==> src/rtl/mul_seq_ctrl.sv <==
// mul_seq_ctrl: shift-and-add sequencer for an unsigned 32x32->64 multiply
// that borrows the shared combinational ALU, one ADDcc per cycle.
//
// Ports:
//   clk, reset           rising-edge clock, synchronous active-high reset
//   start, a_in, b_in    request and operands, accepted only in IDLE
//   busy, done           busy while not IDLE; done pulses one cycle with result
//   prod_hi, prod_lo     64-bit product, held until the next accepted start
//   alu_op/a/b/ci        operands and opcode issued to the shared ALU
//   alu_y, alu_c         same-cycle ALU result and carry-out
//   cc_we, cc_n, cc_z    N/Z condition-code update, strobed with done
module mul_seq_ctrl (
  input  logic        clk,
  input  logic        reset,
  input  logic        start,
  input  logic [31:0] a_in,
  input  logic [31:0] b_in,
  output logic        busy,
  output logic        done,
  output logic [31:0] prod_hi,
  output logic [31:0] prod_lo,
  output logic [5:0]  alu_op,
  output logic [31:0] alu_a,
  output logic [31:0] alu_b,
  output logic        alu_ci,
  input  logic [31:0] alu_y,
  input  logic        alu_c,
  output logic        cc_we,
  output logic        cc_n,
  output logic        cc_z
);

  localparam int unsigned WIDTH   = 32;
  localparam int unsigned CNT_W   = 5;
  localparam int unsigned OP_W    = 6;
  localparam logic [OP_W-1:0]  OP_PASS_A = 6'b100000;
  localparam logic [OP_W-1:0]  OP_ADDCC  = 6'b010000;
  localparam logic [CNT_W-1:0] CNT_LAST  = CNT_W'(WIDTH - 1);

  typedef enum logic [1:0] {
    IDLE = 2'd0,
    ITER = 2'd1,
    DONE = 2'd2
  } state_t;

  state_t             state, state_nxt;
  logic [WIDTH-1:0]   m, m_nxt;
  logic [WIDTH-1:0]   hi, hi_nxt;
  logic [WIDTH-1:0]   lo, lo_nxt;
  logic [CNT_W-1:0]   cnt, cnt_nxt;

  // State and datapath registers
  always_ff @(posedge clk) begin
    if (reset) begin
      state <= IDLE;
      m     <= '0;
      hi    <= '0;
      lo    <= '0;
      cnt   <= '0;
    end else begin
      state <= state_nxt;
      m     <= m_nxt;
      hi    <= hi_nxt;
      lo    <= lo_nxt;
      cnt   <= cnt_nxt;
    end
  end

  // Next-state, datapath update and state-decoded outputs
  always_comb begin
    state_nxt = state;
    m_nxt     = m;
    hi_nxt    = hi;
    lo_nxt    = lo;
    cnt_nxt   = cnt;
    busy      = 1'b1;
    done      = 1'b0;
    cc_we     = 1'b0;
    alu_op    = OP_PASS_A;
    alu_a     = '0;
    alu_b     = '0;
    alu_ci    = 1'b0;

    unique case (state)
      IDLE: begin
        busy = 1'b0;
        if (start) begin
          m_nxt     = a_in;
          lo_nxt    = b_in;
          hi_nxt    = '0;
          cnt_nxt   = '0;
          state_nxt = ITER;
        end
      end
      ITER: begin
        alu_op  = OP_ADDCC;
        alu_a   = hi;
        alu_b   = lo[0] ? m : '0;
        // Shift the 65-bit {carry, sum, lo} right by one; lo drains the multiplier.
        hi_nxt  = {alu_c, alu_y[WIDTH-1:1]};
        lo_nxt  = {alu_y[0], lo[WIDTH-1:1]};
        cnt_nxt = cnt + CNT_W'(1);
        if (cnt == CNT_LAST) begin
          state_nxt = DONE;
        end
      end
      DONE: begin
        done      = 1'b1;
        cc_we     = 1'b1;
        state_nxt = IDLE;
      end
      default: begin
        state_nxt = IDLE;
      end
    endcase
  end

  assign prod_hi = hi;
  assign prod_lo = lo;
  assign cc_n    = hi[WIDTH-1];
  assign cc_z    = ~|{hi, lo};

endmodule

==> config.mk <==
export PLATFORM = sky130hd
export DESIGN_NAME = mul_seq_ctrl
export DESIGN_NICKNAME = d
export VERILOG_FILES = /design/src/rtl/mul_seq_ctrl.sv
export SDC_FILE = /design/constraint.sdc
export NUM_CORES = 1
export LEC_CHECK = 0
export CAP_MARGIN = 25
export CORE_ASPECT_RATIO = 1.25
export CORE_UTILIZATION = 40
export CTS_CLUSTER_DIAMETER = 30
export DETAILED_ROUTE_END_ITERATION = 6
export GPL_TIMING_DRIVEN = 0
export HOLD_SLACK_MARGIN = 0.03
export PLACE_DENSITY = 0.77
export REMOVE_ABC_BUFFERS = 1
export SYNTH_ARGS = -nofsm -noshare
export SYNTH_HDL_FRONTEND = slang
export SYNTH_SLANG_ARGS = --single-unit
==> constraint.sdc <==
create_clock -name clk -period 1.8 [get_ports clk]
set_clock_uncertainty 0.1 [all_clocks]
set_input_delay 0.27 -clock clk [delete_from_list [all_inputs] [get_ports clk]]
set_output_delay 0.27 -clock clk [all_outputs]
set_load 0.05 [all_outputs]
==> results_tabular.tex, run 1 <==
\begin{tabular}{lr}
\hline
Metric & Value \\
\hline
\multicolumn{2}{l}{\textbf{Logic synthesis}} \\
Sequential element share of the synthesized area & 0.4465 \\
Yosys cell types & 27 \\
Post-synth EDFFs & 0 \\
Fraction of synthesis flops using an asynchronous set or reset pin & 0 \\
Flip-flop and latch count after synthesis & 103 \\
Syn\_area\_per\_cell & 7.671 um2 \\
Area of the mapped netlist & 0.004618 mm2 \\
Yosys warning total & 0 \\
Mapped Cells & 602 \\
Most used flip-flop cell after synthesis & dfxtp\_1 \\
\multicolumn{2}{l}{\textbf{Floorplanning}} \\
Std cell rows & 43 \\
Core box area & 0.01119 mm2 \\
Die Ht & 122.1 um \\
Starting utilization of the core area & 0.4127 \\
Boundary pin count & 240 \\
Die Area & 0.01198 mm2 \\
Floorplan die width & 98.11 um \\
\multicolumn{2}{l}{\textbf{Timing}} \\
Tcrit/Tclk final & 1.165 \\
Setup violation total in the final timing report & 67 \\
Unrepaired setup endpoints after global routing & yes \\
Actual slew at the worst max-slew pin & 0.5462 ns \\
Final count of hold timing violations & 0 \\
Post-layout min period & 2.097 ns \\
Worst slew margin & 0.6373 \\
Final worst setup slack & -0.2965 ns \\
Final number of max-transition violations & 0 \\
Maximum clock rate & 477.0 MHz \\
Minimum hold slack & 0.2952 ns \\
\multicolumn{2}{l}{\textbf{Setup path}} \\
Crit path max fanout & 4 \\
CP endpoint kind & primary output \\
Nature of the critical path startpoint & flop \\
Origin of the critical flop-to-flop path & state[1] \\
Internal reg-to-reg setup slack & 0.02 ns \\
End of the worst register-to-register path & prod\_lo[29] \\
Crit path capture & cc\_z \\
Start point of the critical path & prod\_hi[6] \\
Critical Path AT & 1.73 ns \\
Kind of critical path & flop to primary output \\
Required time of the critical path & 1.43 ns \\
Depth of the worst register-to-register path & 8 \\
\multicolumn{2}{l}{\textbf{Cells and area}} \\
Area used by multi-input combinational logic & 0.002614 mm2 \\
Net count, final & 951 \\
Number of filler cells placed in the layout & 780 \\
Final cell utilization of the core & 0.7555 \\
Antenna diode instance count & 0 \\
Share of cells above drive strength 1 & 0.2810 \\
Final non-filler cell total & 989 \\
Commonest non-fill, non-tap cell in the layout & nand2\_1 \\
Highest-count cells in the layout ignoring fill and taps & 163 x nand2\_1, 98 x clkdlybuf4s50\_1, 94 x dfxtp\_1, 68 x a21oi\_1, 63 x dlygate4sd2\_1 \\
Register area & 0.002083 mm2 \\
Area delta synth->final & 83.07\% \\
\multicolumn{2}{l}{\textbf{Job}} \\
Max capacitance violation total & 0 \\
\multicolumn{2}{l}{\textbf{CTS}} \\
CTS root buf & clkbuf\_16 \\
Worst skew pair latency & 0.34 ns \\
Hold buffer count at cts & 0 \\
Clock tree from TritonCTS & done \\
CTS sink cnt & 103 \\
Clock buffer count from CTS & 9 \\
Deepest clock path buffer count & 2 \\
Count of H-tree levels built during CTS & 3 \\
Clock transition at the registers of the reported paths & 0.07 ns \\
\multicolumn{2}{l}{\textbf{Detailed routing}} \\
DRC & 22 \\
Average wire per cell in the routed design & 18.23 um \\
Detail-routed via count per cell & 5.487 \\
Violation count after the first detailed-route iteration & 308 \\
Number of optimization iterations in the first detailed-route pass & 7 \\
DRT antenna net count & 0 \\
Drt total wl & 18030 um \\
Number of vias in the routed layout & 5427 \\
\multicolumn{2}{l}{\textbf{Pwr}} \\
Pint & 4.382 mW \\
Lkg Pwr & 3.641 nW \\
Clock group share of total power & 0.305 \\
Part of the total power dissipated in combinational logic & 0.295 \\
VDD IR max & 0.4385 mV \\
Switching share of power & 0.3276 \\
Power Density & 770.9 mW/mm2 \\
Net Switching & 2.135 mW \\
Portion of total power attributed to sequential cells & 0.400 \\
\multicolumn{2}{l}{\textbf{Placed design}} \\
Final estimated routing congestion in global placement & 0.7801 \\
Cells after DPL & 920 \\
Final HPWL DP & 9909 um \\
Number of buffers added on ports & 234 \\
\multicolumn{2}{l}{\textbf{Global route}} \\
Remaining Overflow, GRT & 0 \\
Largest net degree at the start of global routing & 57 \\
Global-route usage over all layers & 0.2913 \\
Number of global-route vias before repair & 5103 \\
Initial antenna violation count & 0 \\
First-pass GRT wire length & 27170 um \\
\multicolumn{2}{l}{\textbf{Status}} \\
Outcome & complete, but fails checks \\
Failing checks & design-rule violations, negative setup slack \\
\multicolumn{2}{l}{\textbf{Min path}} \\
Type of the worst min-delay path & primary input to flop \\
\hline
\end{tabular}
[critical path, stage by stage (launching register included)]
cell	delay, ns
dfxtp_1	0.34
nor4_2	0.30
nand4_1	0.22
nor4_2	0.28
buf_4	0.24
[synth_stat cells (all sizes together) (4+ instances only)]
| master | instances | share of area |
|---|---|---|
| and3 | 33 | 0.045 |
| nand2 | 163 | 0.13 |
| nor2 | 33 | 0.027 |
| nor4 | 17 | 0.023 |
| nand3 | 38 | 0.041 |
| clkbuf | 20 | 0.017 |
| nand4 | 4 | 0.0054 |
| and2 | 32 | 0.043 |
| dfxtp | 103 | 0.45 |
| buf | 43 | 0.060 |
| a311oi | 32 | 0.061 |
| a21oi | 68 | 0.074 |
[power by group through the flow]
| stage | logic (mW) | clock network (mW) | registers [mW] |
|---|---|---|---|
| 3_5_place_dp | 1.56 | 0 | 2.64 |
| 2_1_floorplan | 0.527 | 0 | 2.97 |
| 5_1_grt | 2.02 | 2.10 | 2.63 |
| 3_3_place_gp | 1.53 | 0 | 2.63 |
| 4_1_cts | 1.81 | 2.02 | 2.60 |
| 6_report | 1.92 | 1.99 | 2.61 |
[flip-flops by register name (all words and copies together) (netlist names)]
signal	count
prod_hi	32
cnt	5
m	32
prod_lo	32
state	2
[cell families after synthesis]
family	after synthesis	synth area share
AOI/OAI and AO/OA	104	0.1406
and+or+nand+nor	328	0.3289
adders and majority gates	2	0.005418
DFF	103	0.4465
other	1	0.0008120
buffers and inverters	64	0.07775
[layout make-up]
cell class | count | share of cell area
timing repair buffer | 287 | 0.3727
multi-input combinational | 441 | 0.3092
sequential | 103 | 0.2464
clock buffer | 14 | 0.03123
tap | 135 | 0.01998
timing repair inverter | 6 | 0.01362
clock inverter | 2 | 0.004588
inverter | 1 | 0.002368
[per-layer routing]
| metal | GRT usage | vias to the layer above | part of all wire |
|---|---|---|---|
| met5 | 0 | - | 0 |
| met4 | 0.1023 | 0 | 0.023 |
| met3 | 0.06254 | 25 | 0.082 |
| met2 | 0.5392 | 239 | 0.52 |
| met1 | 0.3282 | 2613 | 0.37 |
| li1 | - | 2550 | - |
[per-stage QoR]
| stage | setup slack, ns | TNS [ns] | cell area (um2) | total power [mW] |
|---|---|---|---|---|
| 2_1_floorplan | -3.267 | -475.88 | 4278 | 3.497 |
| 3_3_place_gp | -5.058 | -773.03 | 6789 | 4.164 |
| 3_5_place_dp | -1.369 | -108.91 | 6934 | 4.201 |
| 4_1_cts | -0.3155 | -8.798 | 8140 | 6.428 |
| 5_1_grt | -0.3837 | -10.83 | 8454 | 6.748 |
| 6_report | -0.2965 | -8.037 | 8454 | 6.517 |
[what timing repair did]
item | in CTS | in global routing
pin swaps | 21 | 17
endpoints found under the setup margin | 199 | 100
gates resized for setup | 667 | 47
setup buffers | 18 | 21
cloned | 15 | 1
[how the worst min path moves through the flow]
stage,cells past startpoint,start,end,slack (ns)
after floorplan,1,reset,cnt[0],0.24
after global placement,2,m[3],m[3],0.34
after detailed placement,2,m[21],m[21],0.34
after CTS,2,reset,m[18],0.29
after global routing,2,reset,m[18],0.31
final,2,reset,m[20],0.30
(Power assumes the default switching activity.)
==> run 2: changes to the inputs <==
Settings changed: CAP_MARGIN 25 to unset.
==> results_tabular.tex, run 2 (synthesized netlist as in run 1, its figures left out) <==
\begin{tabular}{lr}
\hline
Metric & Value \\
\hline
\multicolumn{2}{l}{\textbf{Cells and area}} \\
Commonest non-fill, non-tap cell in the layout & nand2\_1 (unchanged) \\
Register area & 0.002079 mm2 (was 0.002083 mm2) \\
Area used by multi-input combinational logic & 0.002580 mm2 (was 0.002614 mm2) \\
Area delta synth->final & 83.09\% (was 83.07\%) \\
Final non-filler cell total & 987 (was 989) \\
Share of cells above drive strength 1 & 0.2746 (was 0.2810) \\
Number of filler cells placed in the layout & 788 (was 780) \\
Net count, final & 950 (was 951) \\
Highest-count cells in the layout ignoring fill and taps & 163 x nand2\_1, 97 x clkdlybuf4s50\_1, 95 x dfxtp\_1, 68 x a21oi\_1, 64 x dlygate4sd2\_1 (was 163 x nand2\_1, 98 x clkdlybuf4s50\_1, 94 x dfxtp\_1, 68 x a21oi\_1, 63 x dlygate4sd2\_1) \\
Antenna diode instance count & 0 (unchanged) \\
\multicolumn{2}{l}{\textbf{Timing}} \\
Maximum clock rate & 478.2 MHz (was 477.0 MHz) \\
Worst slew margin & 0.6246 (was 0.6373) \\
Minimum hold slack & 0.3031 ns (was 0.2952 ns) \\
Tcrit/Tclk final & 1.162 (was 1.165) \\
Final count of hold timing violations & 0 (unchanged) \\
Unrepaired setup endpoints after global routing & yes (unchanged) \\
Final number of max-transition violations & 0 (unchanged) \\
Final worst setup slack & -0.2912 ns (was -0.2965 ns) \\
Actual slew at the worst max-slew pin & 0.5631 ns (was 0.5462 ns) \\
Setup TNS & -4.365 ns (was -8.037 ns) \\
Setup violation total in the final timing report & 63 (was 67) \\
Post-layout min period & 2.091 ns (was 2.097 ns) \\
\multicolumn{2}{l}{\textbf{Detailed routing}} \\
DRC & 22 (unchanged) \\
Number of vias in the routed layout & 5451 (was 5427) \\
Detail-routed via count per cell & 5.523 (was 5.487) \\
Violation count after the first detailed-route iteration & 320 (was 308) \\
DRT antenna net count & 0 (unchanged) \\
Drt total wl & 18620 um (was 18030 um) \\
Average wire per cell in the routed design & 18.87 um (was 18.23 um) \\
Number of optimization iterations in the first detailed-route pass & 7 (unchanged) \\
\multicolumn{2}{l}{\textbf{Setup path}} \\
Crit path capture & cc\_z (unchanged) \\
Kind of critical path & flop to primary output (unchanged) \\
Library cell contributing the largest single delay on the critical path & dfxtp\_1 (unchanged) \\
CP Cell Sequence & nor4\_1 > nand4\_1 > nor4\_2 > buf\_4 (was nor4\_2 > nand4\_1 > nor4\_2 > buf\_4) \\
Required time of the critical path & 1.43 ns (about the same) \\
Critical Path AT & 1.72 ns (was 1.73 ns) \\
Maximum single-stage delay on the critical path & 0.35 ns (was 0.34 ns) \\
Internal reg-to-reg setup slack & 0.04 ns (was 0.02 ns) \\
Crit path max fanout & 4 (unchanged) \\
End of the worst register-to-register path & cnt[3] (was prod\_lo[29]) \\
Depth of the worst register-to-register path & 7 (was 8) \\
Origin of the critical flop-to-flop path & state[1] (unchanged) \\
CP endpoint kind & primary output (unchanged) \\
Nature of the critical path startpoint & flop (unchanged) \\
Start point of the critical path & prod\_lo[13] (was prod\_hi[6]) \\
\multicolumn{2}{l}{\textbf{Global route}} \\
Number of global-route vias before repair & 5164 (was 5103) \\
Largest net degree at the start of global routing & 57 (unchanged) \\
First-pass GRT wire length & 27580 um (was 27170 um) \\
Initial antenna violation count & 0 (unchanged) \\
Remaining Overflow, GRT & 0 (unchanged) \\
Global-route usage over all layers & 0.2977 (was 0.2913) \\
\multicolumn{2}{l}{\textbf{CTS}} \\
Clock buffer count from CTS & 9 (unchanged) \\
Clock tree from TritonCTS & done (unchanged) \\
Deepest clock path buffer count & 2 (unchanged) \\
CTS sink cnt & 103 (unchanged) \\
Worst skew pair latency & 0.34 ns (about the same) \\
Clock transition at the registers of the reported paths & 0.07 ns (about the same) \\
Count of H-tree levels built during CTS & 3 (unchanged) \\
CTS root buf & clkbuf\_16 (unchanged) \\
Hold buffer count at cts & 0 (unchanged) \\
\multicolumn{2}{l}{\textbf{Floorplanning}} \\
Starting utilization of the core area & 0.4127 (unchanged) \\
Die Area & 0.01198 mm2 (unchanged) \\
Boundary pin count & 240 (unchanged) \\
Floorplan die width & 98.11 um (unchanged) \\
Core box area & 0.01119 mm2 (unchanged) \\
Die Ht & 122.1 um (unchanged) \\
Std cell rows & 43 (unchanged) \\
\multicolumn{2}{l}{\textbf{Min path}} \\
Start point of the worst hold path & reset (unchanged) \\
Type of the worst min-delay path & primary input to flop (unchanged) \\
\multicolumn{2}{l}{\textbf{Pwr}} \\
Power Density & 778.7 mW/mm2 (was 770.9 mW/mm2) \\
Lkg Pwr & 3.630 nW (was 3.641 nW) \\
Net Switching & 2.165 mW (was 2.135 mW) \\
Portion of total power attributed to sequential cells & 0.396 (was 0.400) \\
Total power draw & 6.585 mW (was 6.517 mW) \\
Clock group share of total power & 0.312 (was 0.305) \\
VDD IR max & 0.4607 mV (was 0.4385 mV) \\
Pint & 4.419 mW (was 4.382 mW) \\
Switching share of power & 0.3288 (was 0.3276) \\
Part of the total power dissipated in combinational logic & 0.292 (was 0.295) \\
\multicolumn{2}{l}{\textbf{Placed design}} \\
Final HPWL DP & 9752 um (was 9909 um) \\
Final estimated routing congestion in global placement & 0.7801 (unchanged) \\
Worst slack at placement & -1.668 ns (was -1.369 ns) \\
Number of buffers added on ports & 234 (unchanged) \\
Cells after DPL & 919 (was 920) \\
\multicolumn{2}{l}{\textbf{Status}} \\
Outcome & complete, but fails checks (unchanged) \\
Failing checks & design-rule violations, negative setup slack (unchanged) \\
\multicolumn{2}{l}{\textbf{Job}} \\
Max capacitance violation total & 0 (unchanged) \\
\hline
\end{tabular}
-- run 2: cell count changes in the layout (fill, tap and decap cells not counted), moves of 3 or more --
| cell | previous run | this run |
|---|---|---|
| clkbuf_1 | 3 | 0 |
| nor4_2 | 10 | 6 |
| inv_12 | 3 | 6 |
| buf_16 | 6 | 3 |
| nor4_1 | 4 | 8 |
| buf_6 | 40 | 16 |
| buf_8 | 34 | 58 |
| buf_4 | 30 | 27 |
-- run 2: worst min-delay path by stage --
| stage | endpoint | depth (start not counted) |
|---|---|---|
| after CTS | state[0] | 2 |
| after global placement | m[3] | 2 |
| after floorplan | cnt[0] | 1 |
| final | m[20] | 2 |
| after detailed placement | m[26] | 2 |
| after global routing | m[20] | 2 |
-- run 2: power by group through the flow --
stage               logic [mW]  clock network [mW]  registers [mW]
floorplan                0.527                   0            2.97
global placement          1.53                   0            2.63
detailed placement        1.55                   0            2.64
CTS                       1.85                2.08            2.60
global route              2.02                2.18            2.62
finish                    1.92                2.06            2.60
-- run 2: worst max-delay path: cells and delay by family (launching register included) --
kind / cells / cell delay (ns)
buf+inv: 1 / 0.24
simple gates: 3 / 0.79
flops: 1 / 0.35
-- run 2: layout make-up --
| cell class | count | share of cell area |
|---|---|---|
| Clock buffer | 13 | 0.03315 |
| Sequential cell | 103 | 0.2459 |
| Timing Repair Buffer | 281 | 0.3685 |
| Multi-Input combinational cell | 441 | 0.3051 |
| Timing Repair inverter | 11 | 0.02057 |
| Tap cell | 135 | 0.01998 |
| Inverter | 1 | 0.002368 |
| Clock inverter | 2 | 0.004439 |
-- run 2: repair_timing --
action	4_1_cts	5_1_grt
cloned	18	0
resized for setup	703	31
buffers inserted	21	16
endpoints found under the setup margin	199	82
pin swaps	33	7
-- run 2: layer usage --
layer  global-route usage  wire [um]  up-vias
li1                     -          -     2545
met1               0.3331       6846     2577
met2               0.5163       9356      279
met3              0.07458       1678       50
met4               0.1676        739        0
met5                    0          0        -
-- run 2: stage by stage --
stage                 util  instance area, um2
finish              0.7556                8456
global route        0.7556                8456
CTS                 0.7441                8327
detailed placement  0.6178                6914
global placement    0.6067                6789
floorplan                -                4278
==> variant: new RTL, flow settings as in run 1 <==
Reset style: asynchronous (`reset`), changed in one clocked block. Comments in the files are not updated.
--- a/src/rtl/mul_seq_ctrl.sv
+++ b/src/rtl/mul_seq_ctrl.sv
@@ -50,7 +50,7 @@
   logic [CNT_W-1:0]   cnt, cnt_nxt;
 
   // State and datapath registers
-  always_ff @(posedge clk) begin
+  always_ff @(posedge clk or posedge reset) begin
     if (reset) begin
       state <= IDLE;
       m     <= '0;
Check against the original RTL: differs if reset is asserted again (counterexample within 4 cycles, from zero or initial values and one cycle with reset high); with reset held inactive, the same outputs for 4 cycles.
==> variant against run 1 <==
The flow finishes with violations (negative setup slack); maximum frequency is 5.0% lower; hold slack worse by 18 ps; non-clock buffer count is 3 lower; wire length is 7.8% higher; synthesized area is 7.3% higher; synthesized cell count is 2.3% lower; worst setup slack worse by 110 ps; final area is 6.8% higher; sequential cell count stayed put; critical endpoint unchanged; highest routed layer unchanged.
Power is left out: it rests on default switching activity, and per cell area and clock period it moved more than threefold.
==> variant: results (changes against run 1) <==
global-route wire length before repair=28970 um (+6.7%); M1 WL=7044 um (+5.1%); CP max stage cell=dfrtp_1; via-per-instance ratio=5.366 (-2.2%); asr flop ratio synth=100.0% (+100 points); fraction of layout cells with a size suffix above 1=27.12% (-0.98 points); failing checks=negative setup slack; total track usage=29.83% (+0.70 points); setup ws final=-405.8 ps (-109.3 ps); pin slew with the least headroom to its limit=662.2 ps (+115.9 ps); number of global-route vias before repair=5446 (+6.7%); HPWL after DPL=10420 um (+5.2%); FF-to-FF setup slack=40 ps (+20 ps); Area contributors post-synth=dfrtp_1, nand2_1, and2_1, and3_1, a31oi_1; CTS root buffer=clkbuf_16; Critical Path Start=prod_hi[24]; CP max stage delay=440 ps (+100 ps); Fillers=811 (+4.0%); routed wire length=19430 um (+7.8%); setup_tns=-10190 ps (-2152 ps); DR iter-0 viols=280 (-9.1%); top post-synthesis cells by count=nand2_1, dfrtp_1, nand3_1, and2_1, and3_1; Setup violations, final=66 (-1.5%); met2 GRT Util=51.79% (-2.1 points); Nets=945 (-0.63%); metal2 WL=10030 um (+6.4%); drt pass-1 iters=5 (-2); R2R Path End=prod_lo[23]; CTS Buffer Depth=2 (unchanged); status=finished, violations left; R2R depth=6 (-2); CP max FO=4 (unchanged); WL met3=1491 um (+0.81%); Seq/Total Area, Yosys=52.03% (+7.4 points); met1 Track Usage GR=34.16% (+1.3 points); M3 GR Usage=6.722% (+0.47 points); Reg2Reg Launch Point=state[1]; largest net degree at the start of global routing=54 (-5.3%); H-tree levels=3 (unchanged); synth unique cells=27 (unchanged); ys flop type=dfrtp_1; HP Class=in2async; GP Congestion=0.7819 (+0.23%)
variant: cell types whose count changed after synthesis, moves of 31 or more:
cell	delta
a311oi_1	-32
dfxtp_1	-103
a21oi_1	-68
nand2_1	+66
dfrtp_1	+103
a31oi_1	+31
variant: worst min-delay path by stage:
stage                 start    end  slack (ps)  depth (start not counted)
finish                reset  m[21]         280                          2
global route          reset  m[21]         360                          2
CTS                   reset  m[21]         300                          2
detailed placement     m[2]   m[2]         360                          2
global placement       m[3]   m[3]         350                          2
floorplan           a_in[0]   m[0]         280                          2
variant: cells by family after synthesis:
| family | synth area share [%] |
|---|---|
| and+or+nand+nor | 35.21 |
| DFF | 52.03 |
| buffers and inverters | 7.224 |
| AOI/OAI and AO/OA | 4.344 |
| adders and majority gates | 0.5051 |
| muxes | 0.4294 |
| other | 0.07570 |
| xor gates and xnor gates | 0.1768 |
variant: repair_timing:
item | CTS | global route
setup endpoints to repair | 176 | 117
gates cloned | 17 | 1
endpoints found under the hold margin | 0 | 0
gates resized for setup | 706 | 36
buffers inserted | 28 | 5
pin swaps | 14 | 3
variant: metrics by stage:
| stage | worst slack, ps | std cells | area (um2) |
|---|---|---|---|
| after floorplan | -3214 | 540 | 4618 |
| after global placement | -5627 | 938 | 7166 |
| after detailed placement | -1441 | 947 | 7335 |
| after CTS | -382.2 | 1007 | 8842 |
| after global routing | -448.4 | 1012 | 9029 |
| final | -405.8 | 1012 | 9029 |
variant: cell type report:
| type | count | share of cell area, % |
|---|---|---|
| Inverter | 2 | 0.2910 |
| Multi-Input combinational cell | 437 | 26.94 |
| Timing Repair Buffer | 284 | 36.83 |
| Timing Repair inverter | 6 | 1.192 |
| Clock inverter | 6 | 1.192 |
| Clock buffer | 10 | 2.647 |
| Tap cell | 164 | 2.273 |
| Sequential cell | 103 | 28.63 |
